**src/rtl/prog_load_sequencer.sv**
```systemverilog
// prog_load_sequencer: packs 64-bit host words into 512-bit lines and issues one AW+W per line on the RAM load port (optional PROG_LOAD_CHECKSUM_EN adds a running word checksum)
module prog_load_sequencer #(
  parameter int ADDR_WIDTH = 15,
  parameter int DATA_WIDTH = 512,
  parameter int WORD_WIDTH = 64,
  parameter int CNT_WIDTH  = 16
) (
  input  logic                    clk,
  input  logic                    rst,
  input  logic                    start,
  input  logic                    abort,
  input  logic [ADDR_WIDTH-1:0]   base_addr,
  input  logic [CNT_WIDTH-1:0]    line_count,
  input  logic                    s_word_valid,
  output logic                    s_word_ready,
  input  logic [WORD_WIDTH-1:0]   s_word_data,
  output logic                    load_en,
  output logic                    aw_valid,
  input  logic                    aw_ready,
  output logic [ADDR_WIDTH-1:0]   aw_addr,
  output logic                    w_valid,
  input  logic                    w_ready,
  output logic [DATA_WIDTH-1:0]   w_data,
  output logic [DATA_WIDTH/8-1:0] w_strb,
  output logic                    busy,
  output logic                    done,
  output logic [CNT_WIDTH-1:0]    lines_written,
  output logic [31:0]             checksum
);
  localparam int BEATS = DATA_WIDTH / WORD_WIDTH;
  localparam int BW = $clog2(BEATS);
  typedef enum logic [1:0] {IDLE, FILL, ISSUE, DONE} state_t;
  state_t state_q, state_d;
  logic [BW-1:0] beat_q, beat_d;
  logic [ADDR_WIDTH-1:0] base_q, base_d;
  logic [CNT_WIDTH-1:0] count_q, count_d, lines_q, lines_d;
  logic [DATA_WIDTH-1:0] data_q, data_d;
  logic aw_pend_q, aw_pend_d, w_pend_q, w_pend_d;
  logic word_hs, accept;
  assign s_word_ready  = state_q == FILL;
  assign load_en       = state_q == FILL || state_q == ISSUE;
  assign busy          = state_q != IDLE;
  assign done          = state_q == DONE;
  assign aw_valid      = state_q == ISSUE && aw_pend_q;
  assign w_valid       = state_q == ISSUE && w_pend_q;
  assign aw_addr       = base_q + ADDR_WIDTH'({lines_q, 6'd0});
  assign w_data        = data_q;
  assign w_strb        = '1;
  assign lines_written = lines_q;
  assign word_hs       = s_word_ready && s_word_valid && !abort;
  assign accept        = state_q == IDLE && start && !abort;
  // next-state: abort overrides everything; each channel's pending flag clears on its own handshake
  always_comb begin
    state_d   = state_q;
    beat_d    = beat_q;
    base_d    = base_q;
    count_d   = count_q;
    lines_d   = lines_q;
    data_d    = data_q;
    aw_pend_d = aw_pend_q;
    w_pend_d  = w_pend_q;
    if (abort) begin
      state_d   = IDLE;
      aw_pend_d = 1'b0;
      w_pend_d  = 1'b0;
    end else begin
      case (state_q)
        IDLE: if (start) begin
          state_d = line_count == '0 ? DONE : FILL;
          base_d  = base_addr & ~ADDR_WIDTH'(63);
          count_d = line_count;
          lines_d = '0;
          beat_d  = '0;
        end
        FILL: if (word_hs) begin
          data_d[beat_q*WORD_WIDTH +: WORD_WIDTH] = s_word_data;
          beat_d = beat_q == BW'(BEATS-1) ? '0 : beat_q + 1'b1;
          if (beat_q == BW'(BEATS-1)) begin
            state_d   = ISSUE;
            aw_pend_d = 1'b1;
            w_pend_d  = 1'b1;
          end
        end
        ISSUE: begin
          aw_pend_d = aw_pend_q && !aw_ready;
          w_pend_d  = w_pend_q && !w_ready;
          if (!aw_pend_d && !w_pend_d) begin
            lines_d = lines_q + 1'b1;
            state_d = lines_d == count_q ? DONE : FILL;
          end
        end
        default: state_d = IDLE;
      endcase
    end
  end
  // state and datapath registers
  always_ff @(posedge clk) begin
    if (rst) begin
      state_q   <= IDLE;
      beat_q    <= '0;
      base_q    <= '0;
      count_q   <= '0;
      lines_q   <= '0;
      data_q    <= '0;
      aw_pend_q <= 1'b0;
      w_pend_q  <= 1'b0;
    end else begin
      state_q   <= state_d;
      beat_q    <= beat_d;
      base_q    <= base_d;
      count_q   <= count_d;
      lines_q   <= lines_d;
      data_q    <= data_d;
      aw_pend_q <= aw_pend_d;
      w_pend_q  <= w_pend_d;
    end
  end
`ifdef PROG_LOAD_CHECKSUM_EN
  logic [31:0] checksum_q, checksum_d;
  // running sum of both word halves, restarted by an accepted start
  always_comb checksum_d = accept ? '0 : word_hs ? checksum_q + s_word_data[31:0] + s_word_data[63:32] : checksum_q;
  // checksum register
  always_ff @(posedge clk) begin
    if (rst) checksum_q <= '0;
    else     checksum_q <= checksum_d;
  end
  assign checksum = checksum_q;
`else
  logic unused_accept;
  assign unused_accept = accept;
  assign checksum = '0;
`endif
endmodule

```
**config.mk**
```make
export PLATFORM = sky130hd
export DESIGN_NAME = prog_load_sequencer
export DESIGN_NICKNAME = d
export VERILOG_FILES = /design/src/rtl/prog_load_sequencer.sv
export SDC_FILE = /design/constraint.sdc
export NUM_CORES = 1
export LEC_CHECK = 0
export ABC_AREA = 1
export CORE_AREA = 2 2 293 295
export CTS_CLUSTER_SIZE = 12
export DETAILED_ROUTE_END_ITERATION = 8
export DIE_AREA = 0 0 295 297
export SLEW_MARGIN = 20
export SYNTH_ARGS = -nofsm -noshare
export SYNTH_HDL_FRONTEND = slang
export SYNTH_SLANG_ARGS = --single-unit
```
**constraint.sdc**
```tcl
create_clock -name clk -period 2.74 [get_ports clk]
set_input_delay 0.685 -clock clk [delete_from_list [all_inputs] [get_ports clk]]
set_output_delay 0.685 -clock clk [all_outputs]
set_load 0.02 [all_outputs]
```
# == Yosys cells after proc, flatten, opt, wreduce, memory -nomap -nowiden ==
# Index checks and enable logic that the tools add are counted.
# totals
input_bits,102
wordCells,69
out_inout_bits,645
ff_bits,560
# op_classes
mux,19
shift,2
add_sub_neg,4
bitwise,1
n_eq_ne,9
reduce_logical,26
# op_table
cell,count
$bwmux W512,1
$shift A64 B34 Y512 const A,1
$shiftx A64 B34 Y512,1
$neg A9 Y34,1
$mux W16,2
$pmux W16 S2,1
$add A16 B1 Y16 const B,1
$eq A16 B16 Y1,1
$logic_not A16 Y1,1
$add A15 B15 Y15,1
$mux W2,6
$reduce_and A4 Y1,3
$mux W3,3
$reduce_and A3 Y1,3
$reduce_bool A2 Y1,4
$logic_and A1 B1 Y1,7
$ne A2 B1 Y1 const B,3
$pmux W2 S3,1
$pmux W3 S2,1
$logic_not A1 Y1,5
$eq A2 B2 Y1 const B,2
$pmux W1 S2,2
$add A3 B1 Y3 const B,1
$eq A3 B3 Y1 const B,1
other kinds (7),8

# == Longest topological paths before layout ==
# Gate-level depths: netlist (run 1).
# depth
depth_word,6
ltp_mapped,15
mapped_depth_nobuf,15

# == Least setup slack after synthesis (run 1) ==
# OpenSTA, ideal clock, no wires.
# synth_path
path_kind,flip-flop to output port
from,reg lines_q[0] (netlist: lines_written[0])
to,out aw_addr[14]
n_path_buf,0
t_required_ns,2.055
slack_ns,-0.142
t_arrival_ns,2.197
path_stages_with_launch,10
cell_sequence,dfxtp_1 -> ha_1 -> inv_1 -> fa_1 -> o21ai_0 -> a21o_1 -> a21oi_1 -> o21ai_0 -> a21oi_1 -> xor2_1
# synth_via
elab_chain_len,1
# synth_lines
item,line,source
start: declaration,36,"logic [CNT_WIDTH-1:0] count_q, count_d, lines_q, lines_d;"
start signal: assignment,112,lines_q <= lines_d;
$add A15 B15 Y15,46,"assign aw_addr = base_q + ADDR_WIDTH'({lines_q, 6'd0});"
end: declaration,20,"output logic [ADDR_WIDTH-1:0] aw_addr,"
# No other way between the ends.

# == Final worst setup path (run 1) ==
# layout_path
from,reg base_q[6]
to,out aw_addr[14]
# layout_via
elab_chain_len,1
# layout_lines
item,line,source
start: declaration,35,"logic [ADDR_WIDTH-1:0] base_q, base_d;"
start signal: assignment,110,base_q <= base_d;
$add A15 B15 Y15,46,
# No other way between the ends.

==> out/qor.txt, run 1 <==
Vias in the first global route - 21100
Ys async rst share - 0
Die height - 297 um
Top_reg_cell synth - dfxtp_1
Highest metal used - met5
Worst slew pin tran - 0.885 ns
Fin. max-slew vios - 0
Hold endpoint - w_data[116]
Vias per Instance - 4.66
Number of flops mapped to enable cells by yosys - 0
Metal3 WL - 7710 um
Hold-fix buffers at CTS - 0
Post-synthesis area per instance - 7.66 um^2
Hold_sp - w_data[116]
Reg2reg setup slack - 0.26 ns
Origin of the critical flop-to-flop path - beat_q[1]
Power Total - 19.3 mW
Register area - 11200 um^2
Max-Cap Viols - 0
Antenna-violating nets left - 0
Syn Std Cell Area - 23100 um^2
Worst EP required - 2.06 ns
Placed insts - 4701
Tcrit/Tclk final - 1.12
First-pass GRT wire length - 147000 um
Initial DRC Count - 1494
Root buffer cell - clkbuf_16
Worst slew margin - 0.406
Worst skew pair latency - 0.62 ns
Hold path depth - 2
FF-to-FF End - w_data[107]
Worst vdd ir - 0.000427 V
Detailed placement HPWL - 77800 um
PortBufs - 638
Status - complete, but fails checks
Synth cell types - 41
Final Setup Violations - 5
Clock skew - 0.0340 ns
Minimum clock period - 3.07 ns
Worst Reg-to-Reg Cells - 8
Grt total ovfl - 0
DR vias - 22500
# DRC - 0
Setup WS post-layout - -0.329 ns
WL per Instance - 21.5 um
H-tree depth - 3
Met2 wire length - 48100 um
Initial antenna violation count - 12
Metal-1 WL - 43400 um
Aggregate global-route resource usage - 0.228
Gpl congestion - 0.875
Hold slack - 0.440 ns
Total die area - 87600 um^2
Row count - 107
CP startpoint kind - flip-flop
Multi-input logic area - 9430 um^2
Failing checks - negative setup slack
CTS max path bufs - 3
Worst Path Arrival - 2.38 ns
Number of I/O pins - 747
Placeable Area - 84500 um^2
Drt total wl - 104000 um
Reg clk slew, reported paths - 0.06 ns
First-pass DRT Iterations - 5
Pwr/cell area - 575 nW/um^2
Area delta synth->final - 45.3%
CTS tree - yes
Yosys warns - 0
Clock sink count - 560
Fraction of layout cells with a size suffix above 1 - 0.0845
Fin util - 0.397
Chip width - 295 um
RSZ-0062 raised after global routing - true
Final hold vios - 0
Post-route insts no fill - 4831
TritonCTS Buffers - 68
Register area share after synthesis - 0.485
Nets - 3754
Worst Setup Path Type - reg -> out
Leakage - 13.5 nW
Initial Utilization - 0.273
Gate Count Post-Synth - 3015
Worst hold path type - reg -> reg
F_max - 326 MHz
Crit Path Max Fanout - 2
Largest net degree at the start of global routing - 99
Filler Cell Count - 8611
#FFs+latches synth - 560
Crit end category - output port
worst max-delay path, stage by stage, from the launching register on:
cell and delay [ns]:
dfxtp_2 0.34, ha_4 0.14, inv_2 0.03, fa_2 0.35
o21ai_2 0.16, a21o_1 0.15, a21oi_2 0.08, o21ai_2 0.15
a21oi_2 0.09, xor2_2 0.16, buf_6 0.14
layer usage:
metal  GRT usage  up-vias
met5           0        -
met2       0.370      821
met1       0.281    10600
met3      0.0606      173
met4       0.103        8
li1            -    10900
area by class of cell:
type,count,area share
flip-flops and latches,560,0.334
diodes,8,0.000597
repair buffers,769,0.232
clock inverters,28,0.0117
clock buffers,90,0.0565
multi-input cells,1872,0.281
inverters,360,0.0408
well taps,1144,0.0427
synth_stat cells, types with 2 or more instances:
| library cell | instances | share of area |
|---|---|---|
| nor2_4 | 7 | 0.0034 |
| o21ai_0 | 482 | 0.10 |
| inv_1 | 350 | 0.057 |
| nand3_1 | 54 | 0.012 |
| inv_2 | 10 | 0.0016 |
| conb_1 | 2 | 0.00033 |
| ha_1 | 20 | 0.011 |
| a21o_1 | 2 | 0.00065 |
| nor3_1 | 115 | 0.025 |
| buf_1 | 13 | 0.0021 |
| buf_2 | 64 | 0.014 |
| a211oi_1 | 25 | 0.0081 |
| nor3_2 | 2 | 0.00087 |
| o21a_1 | 4 | 0.0013 |
| o21bai_1 | 2 | 0.00065 |
| nor4_1 | 2 | 0.00054 |
| nand3_2 | 2 | 0.00087 |
| xnor2_1 | 5 | 0.0019 |
| nand2_1 | 160 | 0.026 |
| a21oi_1 | 338 | 0.073 |
| xor2_1 | 7 | 0.0027 |
| nand4_1 | 6 | 0.0016 |
| nor2_1 | 423 | 0.069 |
| o211a_1 | 57 | 0.025 |
| dfxtp_1 | 560 | 0.49 |
| clkbuf_1 | 140 | 0.023 |
| buf_4 | 106 | 0.034 |
| o21ai_1 | 41 | 0.0089 |
| nand3b_1 | 2 | 0.00065 |
| nand2_2 | 3 | 0.00081 |
timing repair:
action | 4_1_cts | 5_1_grt
pin swaps | 19 | 13
gates resized for setup | 63 | 7
buffers inserted | 3 | 2
endpoints found under the setup margin | 12 | 10
layout by cell type (no fill, tap or decap), drive strengths merged, types with 25 or more instances in the layout:
master           n
conb           102
buf            139
inv            364
o21ai          523
clkbuf          90
dfxtp          560
nand3           56
a211oi          25
o211a           57
a21oi          339
nor3           117
nor2           431
clkdlybuf4s50  624
nand2          164
report_power, final:
part	switching, mW	internal, mW
clock network	3.79	5.49
registers	0.0351	8.20
logic	1.30	0.492
total	5.12	14.2
registers in the layout (all words and copies together), names as in the netlist:
signal	count
lines_written	16
base_q	9
count_q	16
aw_pend_q	1
state_q	2
w_data	512
w_pend_q	1
beat_q	3
cell families (layout without fill, tap and decap cells):
kind of cell	count (synthesis)	count (layout)	share of synthesized area
other	2	110	0.000325
and+or+nand+nor	780	780	0.142
buffers and inverters	683	1247	0.132
adders and majority gates	21	21	0.0117
AOI/OAI and AO/OA	956	956	0.224
DFF	560	560	0.485
xor gates and xnor gates	13	13	0.00552
through the flow:
step / cell area (um^2) / worst slack, ns / setup TNS (ns)
finish: 33600 / -0.329 / -1.00
global route: 33500 / -0.456 / -1.69
CTS: 33500 / -0.472 / -1.62
detailed placement: 31100 / -0.558 / -1.12
global placement: 31100 / -0.577 / -1.58
floorplan: 23500 / 0.00947 / 0
worst max path at each step:
stage / start / end / slack (ns) / cells past startpoint
6_report: base_q[6] / aw_addr[14] / -0.33 / 10
5_1_grt: base_q[6] / aw_addr[14] / -0.46 / 10
4_1_cts: base_q[6] / aw_addr[14] / -0.47 / 10
3_5_place_dp: lines_written[0] / aw_addr[14] / -0.56 / 10
3_3_place_gp: base_q[6] / aw_addr[14] / -0.58 / 10
2_1_floorplan: lines_written[1] / aw_addr[14] / 0.009 / 8
Power figures use the tool's default switching activity.
==> inputs of run 2 (changes only) <==
--- a/config.mk
+++ b/config.mk
@@ -10,7 +10,9 @@
 export CTS_CLUSTER_SIZE = 12
 export DETAILED_ROUTE_END_ITERATION = 8
 export DIE_AREA = 0 0 295 297
+export MAX_ROUTING_LAYER = met4
 export SLEW_MARGIN = 20
 export SYNTH_ARGS = -nofsm -noshare
 export SYNTH_HDL_FRONTEND = slang
 export SYNTH_SLANG_ARGS = --single-unit
+export TNS_END_PERCENT = 30
==> run 2 against run 1 <==
  * Clock power hardly changed
  * Clock skew is 0.017 ns lower
  * Register-to-register slack worse by 0.10 ns
  * Routed wire length is 0.34% higher
  * Combinational power hardly changed
  * Critical path type unchanged
  * Global-route usage is 0.83 points higher
  * Final area is 0.16% lower
  * Die area stayed put
  * The flow still finishes with violations (negative setup slack)
==> out/qor.txt, run 2 (same netlist as run 1, synthesis figures left out) <==
Fraction of layout cells with a size suffix above 1 - 0.0842 (-0.000340)
Crit end category - output port
Total internal power - 14.1 mW (-0.47%)
Worst EP required - 2.06 ns (about the same)
Grt total ovfl - 0 (unchanged)
Drt total wl - 104000 um (+0.34%)
TritonCTS Buffers - 69 (+1.5%)
Status - complete, but fails checks
Seq pwr share - 0.427 (about the same)
First-pass DRT Iterations - 5 (unchanged)
Gpl congestion - 0.894 (+2.2%)
Crit Path Max Fanout - 2 (unchanged)
DR vias - 22500 (+0.058%)
NetSw - 5.18 mW (+1.2%)
Clock skew - 0.0168 ns (-0.0172 ns)
Comb power frac - 0.092 (about the same)
Total die area - 87600 um^2 (unchanged)
CTS tree - yes
Nets - 3754 (unchanged)
Clock network power share - 0.481 (about the same)
Chip width - 295 um (unchanged)
Worst vdd ir - 0.000390 V (-8.7%)
RSZ-0062 raised after global routing - true
Hold-fix buffers at CTS - 0 (unchanged)
Placed insts - 4698 (-0.064%)
CP startpoint kind - flip-flop
Worst skew pair latency - 0.61 ns (about the same)
Row count - 107 (unchanged)
Worst slew margin - 0.420 (+0.0146)
Pwr/cell area - 576 nW/um^2 (+0.14%)
Worst Setup Path Type - reg -> out
Reg clk slew, reported paths - 0.06 ns (about the same)
Aggregate global-route resource usage - 0.236 (+0.00834)
Worst Path Arrival - 2.42 ns (+0.04 ns)
Detailed placement HPWL - 77700 um (about the same)
Die height - 297 um (unchanged)
Number of flip-flops in the largest register - 512 (unchanged)
Minimum clock period - 3.10 ns (+0.0339 ns)
Initial Utilization - 0.273 (unchanged)
PortBufs - 638 (unchanged)
Largest net degree at the start of global routing - 99 (unchanged)
Vias in the first global route - 21200 (+0.29%)
Setup WS pre-CTS - -0.568 ns (-0.00982 ns)
Clock sink count - 560 (unchanged)
Setup WS post-layout - -0.363 ns (-0.0339 ns)
Area delta synth->final - 45.0%
H-tree depth - 3 (unchanged)
# DRC - 0 (unchanged)
Final hold vios - 0 (unchanged)
Leakage - 13.5 nW (about the same)
Max-Cap Viols - 0 (unchanged)
Vias per Instance - 4.66 (about the same)
Number of I/O pins - 747 (unchanged)
Tcrit/Tclk final - 1.13 (+0.0124)
Root buffer cell - clkbuf_16
Worst slew pin tran - 0.863 ns (-0.0218 ns)
Final Setup Violations - 5 (unchanged)
Most common cell after layout, fill and taps aside - clkdlybuf4s50_1
Placeable Area - 84500 um^2 (unchanged)
Sw Ratio - 0.269 (+0.00329)
Initial DRC Count - 1482 (-0.80%)
CTS max path bufs - 3 (unchanged)
Post-route insts no fill - 4835 (+0.083%)
F_max - 322 MHz (-1.1%)
Failing checks - negative setup slack
First-pass GRT wire length - 147000 um (+0.30%)
Commonest cells after routing, fill and taps aside - 624 x clkdlybuf4s50_1, 554 x dfxtp_1, 479 x o21ai_0, 423 x nor2_1, 348 x inv_1
Antenna-violating nets left - 0 (unchanged)
Initial antenna violation count - 15 (+3)
Fin. max-slew vios - 0 (unchanged)
WL per Instance - 21.6 um (+0.26%)
Worst hold path type - reg -> reg
Power Total - 19.3 mW (about the same)
==> run 2: cell count changes in the layout (fill, tap and decap cells not counted), moves of 2 or more <==
cell / previous run / this run
clkinvlp_4: 2 / 0
a21oi_2: 7 / 5
clkinv_16: 2 / 0
a21oi_1: 332 / 334
bufinv_16: 6 / 4
inv_16: 1 / 3
inv_6: 4 / 7
clkinv_2: 10 / 12
clkbuf_8: 11 / 13
==> run 2: cell type report <==
class                   count  area, um^2
clock inverters            28         319
clock buffers              94        1950
multi-input cells        1872        9420
diodes                      9        22.5
inverters                 360        1370
repair buffers            768        7780
well taps                1144        1430
flip-flops and latches    560       11200
fillers                  8589       51000
==> run 2: worst paths after layout <==
kind,start,end,slack (ns),cells after the start
worst max-delay path,lines_written[0],aw_addr[14],-0.36,10
worst min-delay path,w_data[393],w_data[393],0.44,2
worst max register to register,beat_q[1],w_data[102],0.16,9
worst min register to register,w_data[393],w_data[393],0.44,2
==> run 2: through the flow <==
| step | area (um^2) | setup TNS (ns) | hold slack [ns] | util |
|---|---|---|---|---|
| after floorplan | 23500 | 0 | 0.441 | - |
| after global placement | 31000 | -7.26 | 0.430 | 0.367 |
| after detailed placement | 31000 | -8.94 | 0.434 | 0.367 |
| after CTS | 33500 | -1.45 | 0.442 | 0.396 |
| after global routing | 33500 | -1.84 | 0.455 | 0.397 |
| final | 33500 | -1.13 | 0.441 | 0.397 |
==> run 2: worst max-delay path, stage by stage, from the launching register on <==
cell and delay (ns):
dfxtp_2 0.35, ha_4 0.14, inv_2 0.03, fa_2 0.35
o21ai_2 0.18, a21o_1 0.16, a21oi_2 0.07, o21ai_2 0.14
a21oi_2 0.10, xor2_2 0.16, buf_6 0.14
==> run 2: what timing repair did <==
item                                   CTS  global route
resized for setup                       59             6
endpoints found under the hold margin    0             0
buffers inserted                         6             1
pin swaps                               15            13
setup endpoints to repair               13            12
==> run 2: layer usage <==
| layer | global-route usage | share of wire |
|---|---|---|
| met5 | - | 0 |
| met3 | 0.0646 | 0.081 |
| met1 | 0.285 | 0.42 |
| met4 | 0.0825 | 0.037 |
| met2 | 0.378 | 0.47 |
==> run 2: power by group through the flow <==
stage,logic [mW],registers [mW],clock network (mW)
2_1_floorplan,1.00,8.43,0
3_3_place_gp,1.79,8.41,0
3_5_place_dp,1.78,8.41,0
4_1_cts,1.79,8.23,9.48
5_1_grt,1.93,8.24,9.83
6_report,1.78,8.23,9.28
